**src/rtl/fetch_ifid_stage_if.sv**
```systemverilog
// Instruction-memory request/response bus between the fetch stage and the memory.
// The master side issues requests and the slave side returns responses.
interface fetch_ifid_stage_if #(
  parameter int unsigned XLEN = 32
);
  logic            imem_req;
  logic [XLEN-1:0] imem_addr;
  logic            imem_rvalid;
  logic [31:0]     imem_rdata;

  modport master (
    output imem_req,
    output imem_addr,
    input  imem_rvalid,
    input  imem_rdata
  );

  modport slave (
    input  imem_req,
    input  imem_addr,
    output imem_rvalid,
    output imem_rdata
  );
endinterface

```
**src/rtl/fetch_ifid_stage.sv**
```systemverilog
// RV32I instruction-fetch stage with IF/ID register, one outstanding request and a 1-entry skid.
// Optional performance counters are enabled by defining FETCH_PERF_EN.
module fetch_ifid_stage #(
  parameter int unsigned     XLEN     = 32,
  parameter logic [XLEN-1:0] RESET_PC = {XLEN{1'b0}},
  parameter logic [31:0]     NOP_INST = 32'h0000_0013
) (
  input  logic                clk,
  input  logic                rst,
  input  logic                pc_enable,
  input  logic                redirect_valid,
  input  logic [XLEN-1:0]     redirect_pc,
  fetch_ifid_stage_if.master  imem,
  output logic                valid_IFID,
  output logic [XLEN-1:0]     pc_IFID,
  output logic [31:0]         inst_IFID,
  output logic [4:0]          rs1_IFID,
  output logic [4:0]          rs2_IFID,
  output logic [4:0]          rd_IFID
`ifdef FETCH_PERF_EN
  ,
  output logic [31:0]         perf_stall_cnt,
  output logic [31:0]         perf_kill_cnt
`endif
);

  typedef enum logic [1:0] {
    S_IDLE = 2'd0,
    S_WAIT = 2'd1,
    S_HOLD = 2'd2
  } state_t;

  state_t          state_r, state_s;
  logic [XLEN-1:0] pc_r, pc_s;
  logic            kill_r, kill_s;
  logic [XLEN-1:0] skid_pc_r, skid_pc_s;
  logic [31:0]     skid_inst_r, skid_inst_s;
  logic            valid_s;
  logic [XLEN-1:0] pc_ifid_s;
  logic [31:0]     inst_ifid_s;
  logic [XLEN-1:0] pc_inc_s;
  logic [XLEN-1:0] redirect_target_s;

  assign pc_inc_s          = pc_r + {{(XLEN-3){1'b0}}, 3'b100};
  assign redirect_target_s = redirect_pc & {{(XLEN-1){1'b1}}, 1'b0};

  assign imem.imem_req  = (state_r == S_IDLE) && !redirect_valid && !rst;
  assign imem.imem_addr = pc_r;

  assign rs1_IFID = inst_IFID[19:15];
  assign rs2_IFID = inst_IFID[24:20];
  assign rd_IFID  = inst_IFID[11:7];

  // Next-state, PC, skid and IF/ID selection; redirect overrides stall and every transition.
  always_comb begin
    state_s     = state_r;
    pc_s        = pc_r;
    kill_s      = kill_r;
    skid_pc_s   = skid_pc_r;
    skid_inst_s = skid_inst_r;
    valid_s     = valid_IFID;
    pc_ifid_s   = pc_IFID;
    inst_ifid_s = inst_IFID;

    // An enabled cycle that delivers nothing leaves a bubble behind.
    if (pc_enable) begin
      valid_s     = 1'b0;
      inst_ifid_s = NOP_INST;
    end else begin
      valid_s     = valid_IFID;
      inst_ifid_s = inst_IFID;
    end

    if (redirect_valid) begin
      valid_s     = 1'b0;
      inst_ifid_s = NOP_INST;
      pc_s        = redirect_target_s;
      case (state_r)
        S_IDLE: begin
          state_s = S_IDLE;
        end
        S_WAIT: begin
          if (imem.imem_rvalid) begin
            state_s = S_IDLE;
            kill_s  = 1'b0;
          end else begin
            kill_s  = 1'b1;
          end
        end
        S_HOLD: begin
          state_s = S_IDLE;
        end
        default: begin
          state_s = S_IDLE;
          kill_s  = 1'b0;
        end
      endcase
    end else begin
      case (state_r)
        S_IDLE: begin
          state_s = S_WAIT;
        end
        S_WAIT: begin
          if (!imem.imem_rvalid) begin
            state_s = S_WAIT;
          end else if (kill_r) begin
            kill_s  = 1'b0;
            state_s = S_IDLE;
          end else if (pc_enable) begin
            valid_s     = 1'b1;
            pc_ifid_s   = pc_r;
            inst_ifid_s = imem.imem_rdata;
            pc_s        = pc_inc_s;
            state_s     = S_IDLE;
          end else begin
            skid_pc_s   = pc_r;
            skid_inst_s = imem.imem_rdata;
            state_s     = S_HOLD;
          end
        end
        S_HOLD: begin
          if (pc_enable) begin
            valid_s     = 1'b1;
            pc_ifid_s   = skid_pc_r;
            inst_ifid_s = skid_inst_r;
            pc_s        = pc_inc_s;
            state_s     = S_IDLE;
          end else begin
            state_s = S_HOLD;
          end
        end
        default: begin
          state_s = S_IDLE;
          kill_s  = 1'b0;
        end
      endcase
    end
  end

  // State, PC, skid and IF/ID registers.
  always_ff @(posedge clk) begin
    if (rst) begin
      state_r     <= S_IDLE;
      pc_r        <= RESET_PC;
      kill_r      <= 1'b0;
      skid_pc_r   <= {XLEN{1'b0}};
      skid_inst_r <= NOP_INST;
      valid_IFID  <= 1'b0;
      pc_IFID     <= {XLEN{1'b0}};
      inst_IFID   <= NOP_INST;
    end else begin
      state_r     <= state_s;
      pc_r        <= pc_s;
      kill_r      <= kill_s;
      skid_pc_r   <= skid_pc_s;
      skid_inst_r <= skid_inst_s;
      valid_IFID  <= valid_s;
      pc_IFID     <= pc_ifid_s;
      inst_IFID   <= inst_ifid_s;
    end
  end

`ifdef FETCH_PERF_EN
  logic drop_s;

  // A response or skid entry thrown away by a redirect or a pending kill.
  assign drop_s = redirect_valid
                ? (((state_r == S_WAIT) && imem.imem_rvalid) || (state_r == S_HOLD))
                : ((state_r == S_WAIT) && imem.imem_rvalid && kill_r);

  // Stall and discard counters, wrapping at 2^32.
  always_ff @(posedge clk) begin
    if (rst) begin
      perf_stall_cnt <= 32'd0;
      perf_kill_cnt  <= 32'd0;
    end else begin
      if (!pc_enable) begin
        perf_stall_cnt <= perf_stall_cnt + 32'd1;
      end else begin
        perf_stall_cnt <= perf_stall_cnt;
      end
      if (drop_s) begin
        perf_kill_cnt <= perf_kill_cnt + 32'd1;
      end else begin
        perf_kill_cnt <= perf_kill_cnt;
      end
    end
  end
`endif

endmodule
```
**src/flat_wrapper.sv**
```systemverilog
// flat-port wrapper written by rule: the top's interface ports become plain ports
module fetch_ifid_stage_flat 
#(
  parameter int unsigned     XLEN     = 32,
  parameter logic [XLEN-1:0] RESET_PC = {XLEN{1'b0}},
  parameter logic [31:0]     NOP_INST = 32'h0000_0013
)
  (clk, rst, pc_enable, redirect_valid, redirect_pc, valid_IFID, pc_IFID, inst_IFID, rs1_IFID, rs2_IFID, rd_IFID, imem_imem_req, imem_imem_addr, imem_imem_rvalid, imem_imem_rdata);
  fetch_ifid_stage_if #(.XLEN(XLEN)) imem_i ();
  input  logic clk;
  input  logic rst;
  input  logic pc_enable;
  input  logic redirect_valid;
  input  logic [XLEN-1:0] redirect_pc;
  output logic valid_IFID;
  output logic [XLEN-1:0] pc_IFID;
  output logic [31:0] inst_IFID;
  output logic [4:0] rs1_IFID;
  output logic [4:0] rs2_IFID;
  output logic [4:0] rd_IFID;
  output wire logic [$bits(imem_i.imem_req)-1:0] imem_imem_req;
  output wire logic [$bits(imem_i.imem_addr)-1:0] imem_imem_addr;
  input wire logic [$bits(imem_i.imem_rvalid)-1:0] imem_imem_rvalid;
  input wire logic [$bits(imem_i.imem_rdata)-1:0] imem_imem_rdata;
  assign imem_imem_req = imem_i.imem_req;
  assign imem_imem_addr = imem_i.imem_addr;
  assign imem_i.imem_rvalid = imem_imem_rvalid;
  assign imem_i.imem_rdata = imem_imem_rdata;
  fetch_ifid_stage #(.XLEN(XLEN), .RESET_PC(RESET_PC), .NOP_INST(NOP_INST)) u_core (.clk(clk), .rst(rst), .pc_enable(pc_enable), .redirect_valid(redirect_valid), .redirect_pc(redirect_pc), .imem(imem_i), .valid_IFID(valid_IFID), .pc_IFID(pc_IFID), .inst_IFID(inst_IFID), .rs1_IFID(rs1_IFID), .rs2_IFID(rs2_IFID), .rd_IFID(rd_IFID));
endmodule
```
**config.mk**
```make
export PLATFORM = sky130hd
export DESIGN_NAME = fetch_ifid_stage_flat
export DESIGN_NICKNAME = d
export VERILOG_FILES = /design/src/rtl/fetch_ifid_stage_if.sv /design/src/rtl/fetch_ifid_stage.sv /design/src/flat_wrapper.sv
export SDC_FILE = /design/constraint.sdc
export NUM_CORES = 1
export LEC_CHECK = 0
export ABC_CLOCK_PERIOD_IN_PS = 5000
export BUFFER_PORTS_ARGS = -buffer_cell sky130_fd_sc_hd__buf_2
export CAP_MARGIN = 20
export CELL_PAD_IN_SITES_DETAIL_PLACEMENT = 0
export CELL_PAD_IN_SITES_GLOBAL_PLACEMENT = 1
export CORE_MARGIN = 2
export CORE_UTILIZATION = 43
export CTS_BUF_LIST = sky130_fd_sc_hd__clkbuf_4 sky130_fd_sc_hd__clkbuf_8
export DETAILED_ROUTE_END_ITERATION = 16
export PLACE_DENSITY = 0.91
export RECOVER_POWER = 100
export SLEW_MARGIN = 5
export SYNTH_ARGS = -nofsm -noshare
export SYNTH_HDL_FRONTEND = slang
export SYNTH_SLANG_ARGS = --single-unit
export TNS_END_PERCENT = 100
```
**constraint.sdc**
```tcl
create_clock -name clk -period 5 [get_ports clk]
set_clock_uncertainty 0.1 [all_clocks]
set_input_delay 1 -clock clk [delete_from_list [all_inputs] [get_ports clk]]
set_output_delay 1 -clock clk [all_outputs]
set_load 0.005 [all_outputs]
```
==> impl_metrics.csv <==
group,metric,value,unit
run_status,failing_checks,"max-capacitance violations, max-slew violations",
floorplanning,dieArea,17700,µm²
yosys,async_flop_share,0,
global_routing,globalRouteTotalUtil,0.207,
placed_design,total_of_buffers_placed_on_input_and_output_ports,178,
finish,area_delta_synth_final,15.7,%
yosys,seq_area_frac_synth,0.450,
routing,drc,0,
routing,avgRoutedWirePerCell,15.1,µm
placed_design,hpwlAfterDp,11.6,mm
global_routing,grt_remaining_overflow,0,
power,power_density,309,nW/µm²
flow_run,maxCapViolations,3,
power,vdd.ir_drop.worst,0.000137,V
cts,numClockSinks,161,
worst_hold_path,timing.hold.worst.class,"flip-flop to flip-flop",
timing,setup-violations-final,0,
timing,worst_slew_pin_slew,1.99,ns
finish,drive_gt1_frac,0.193,
cts,clock_tree.buffer_depth,2,
critical_path,crit_path_capture_type,"flip-flop",
critical_path,critical_path.reg2reg.startpoint,"u_core.state_r[0]",
timing,timing_max_transition_violations_final,76,
power,part_of_the_power_in_the_clock_network,0.379,
critical_path,crit_path_end,"u_core.imem.imem_addr[22]",
placed_design,placed_cells_incl_taps,1176,
cts,tritoncts.num_buffers,17,
yosys,synth_common_cells,"sky130_fd_sc_hd__dfxtp_1, sky130_fd_sc_hd__nand2_1, sky130_fd_sc_hd__nor2_1, sky130_fd_sc_hd__a21oi_1, sky130_fd_sc_hd__clkbuf_1",
global_routing,antenna_found_initial,2,
routing,detail_route.first_pass.iterations,5,
timing,totalNegativeSetupSlack,0,ns
power,netSwitchingFraction,0.252,
yosys,yosysWarningCount,0,
routing,initialDrtViolationCount,310,
floorplanning,placeableCoreArea,16400,µm²
routing,via_per_inst,5.16,
yosys,number_of_standard_cells_after_synthesis,858,
yosys,synth_seq_cells,161,
cts,cts_hold_buf,0,
critical_path,worstSetupStartpointType,"flip-flop",
yosys,synthDistinctLibCells,56,
cts,clock_tree.root_cell,"sky130_fd_sc_hd__clkbuf_8",
yosys,synth.cell_area,7160,µm²
cts,clock_insertion_delay_worst_skew,0.45,ns
run_status,status,"finished with violations",
critical_path,worst_r2r_path_depth,7,
placed_design,place_congestion,0.769,
yosys,yosys.area.top_type_share,0.450,
floorplanning,die_height,133,µm
yosys,synth_largest_area_cell,"sky130_fd_sc_hd__dfxtp_1",
cts,post-cts-setup-buffers,0,
finish,final_cell_count_no_fill,1212,
timing,min_period_over_period,0.731,
critical_path,crit-reg2reg-capture,"u_core.imem.imem_addr[22]",
yosys,synth.top_cells.by_area,"sky130_fd_sc_hd__dfxtp_1, sky130_fd_sc_hd__nand2_1, sky130_fd_sc_hd__a21oi_1",
yosys,synth_enable_flop_cells,0,
power,power_leakage,2.96,nW
timing,slew-limit-headroom,-0.329,
cts,post_cts_resized,0,
global_routing,grt_start_max_net_pins,100,
power,netSwitchingPower,0.000645,W
floorplanning,rows,47,
floorplanning,initial_utilization,0.436,
timing,max_clock_freq,0.274,GHz
critical_path,crit_type,"flip-flop to flip-flop",
routing,route.vias.total,6252,
power,internal_portion_of_total_power,0.00191,W
worst_hold_path,whs_path_depth,2,
floorplanning,fp.dieW,133,µm
critical_path,arrival_time_reported_for_the_critical_path_endpoint,3.91,ns
critical_path,reg2reg_setup_slack,1.35,ns
critical_path,critical_path_peak_fanout,71,
yosys,synth_flop_cell,"sky130_fd_sc_hd__dfxtp_1",
timing,period_needed,3.65,ns
power,seqPwrFrac,0.532,
routing,ant_nets,0,
timing,report.final.hold_viol_count,0,
cts,clkSlewWorstSetupHoldPaths,0.08,ns
floorplanning,top_level_ports,182,
cts,htree_levels,4,
yosys,postSynthAreaPerCell,8.34,µm²
cts,tritoncts,"yes",
yosys,most_common_cell_in_the_netlist,"sky130_fd_sc_hd__dfxtp_1",
finish,n_fill_cell,1623,
critical_path,worst-endpoint-required,5.26,ns
critical_path,crit_start,"u_core.state_r[0]",
global_routing,grt_first_pass_wirelength,29.6,mm
finish,num-nets-final,1051,
routing,wirelength,18.3,mm
global_routing,first_global_vias,5809,
power,power.combinational.fraction,0.088,
timing,setup_repair_after_global_routing_missed_its_margin,"no",
## worst min-delay path by stage
stage                                     start                     to  slack (ns)
final                     u_core.skid_inst_r[5]  u_core.skid_inst_r[5]        0.36
after global routing      u_core.skid_inst_r[9]  u_core.skid_inst_r[9]        0.37
after CTS                   u_core.skid_pc_r[5]    u_core.skid_pc_r[5]        0.36
after detailed placement    u_core.skid_pc_r[5]    u_core.skid_pc_r[5]        0.35
after global placement      u_core.skid_pc_r[7]    u_core.skid_pc_r[7]        0.34
after floorplan            u_core.skid_pc_r[10]   u_core.skid_pc_r[10]        0.34
## metrics by stage
stage	total power, W	instance area [µm²]	util	setup WS, ns	hold WS, ns
2_1_floorplan	0.00152	7160	-	2.33	0.336
3_3_place_gp	0.00162	7970	0.486	1.96	0.341
3_5_place_dp	0.00162	7990	0.487	1.87	0.346
4_1_cts	0.00259	8390	0.511	1.96	0.358
5_1_grt	0.00267	8280	0.504	1.10	0.372
6_report	0.00256	8280	0.505	1.35	0.356
## registers in the layout, summed over array words and instances, names as in the netlist
register,cells
u_core.skid_pc_r,31
u_core.imem.imem_addr,31
u_core.skid_inst_r,32
u_core.state_r,2
u_core.pc_IFID,31
u_core.valid_IFID,1
u_core.kill_r,1
u_core.inst_IFID,32
## placed cells by master (no fill, tap or decap), drive strengths merged, types with 4 or more instances in the layout
cell / count
a211oi: 49
a21oi: 98
a22oi: 29
and3: 4
and4: 4
buf: 145
clkbuf: 65
clkinv: 4
dfxtp: 161
ha: 5
inv: 9
mux2i: 35
nand2: 144
nand3: 8
nand3b: 4
nand4: 5
nor2: 124
nor2b: 4
nor3: 12
nor4: 7
o21ai: 12
o21bai: 5
or3: 4
xnor2: 24
## critical path, stage by stage (launching register included)
cell                        delay, ns
sky130_fd_sc_hd__dfxtp_1         0.34
sky130_fd_sc_hd__inv_1           0.12
sky130_fd_sc_hd__ha_4            0.87
sky130_fd_sc_hd__nand2b_1        0.16
sky130_fd_sc_hd__a2111oi_0       1.23
sky130_fd_sc_hd__nor4b_1         0.39
sky130_fd_sc_hd__xnor2_1         0.11
sky130_fd_sc_hd__a211oi_1        0.22
## power groups by stage
stage | clock network [W] | registers (W) | logic (W)
finish | 0.000970 | 0.00136 | 0.000226
global route | 0.00105 | 0.00137 | 0.000254
CTS | 0.00100 | 0.00136 | 0.000231
detailed placement | 0 | 0.00139 | 0.000231
global placement | 0 | 0.00139 | 0.000225
floorplan | 0 | 0.00138 | 0.000138
## logic make-up (layout without fill, tap and decap cells)
group / Yosys count / in the layout / share of synthesized area
flip-flops: 161 / 161 / 0.450
buffers and inverters: 97 / 228 / 0.0645
other: 1 / 4 / 0.000524
adder cells (fa/ha/maj): 5 / 5 / 0.00874
XOR/XNOR: 26 / 26 / 0.0318
multiplexers: 35 / 35 / 0.0489
AO/OA/AOI/OAI: 204 / 204 / 0.182
AND/OR/NAND/NOR: 329 / 329 / 0.213
## area by class of cell
class / instances / area [µm²] / share of cell area
Clock inverter: 9 / 106 / 0.0128
Inverter: 9 / 33.8 / 0.00408
Sequential cell: 161 / 3220 / 0.389
Antenna cell: 2 / 5.00 / 0.000604
Timing Repair Buffer: 187 / 945 / 0.114
Multi-Input combinational cell: 601 / 3390 / 0.410
Clock buffer: 23 / 298 / 0.0360
Tap cell: 220 / 275 / 0.0332
## per-layer routing
layer  wire [µm]  vias to the layer above  global-route usage  share of wire
met1        8370                     2913               0.267           0.46
met3        1220                       15              0.0651          0.067
met2        8500                      163               0.335           0.47
met4         176                        0              0.0609         0.0096
met5           0                        -                   0              0
li1            -                     3161                   -              -
Power figures use the tool's default switching activity.
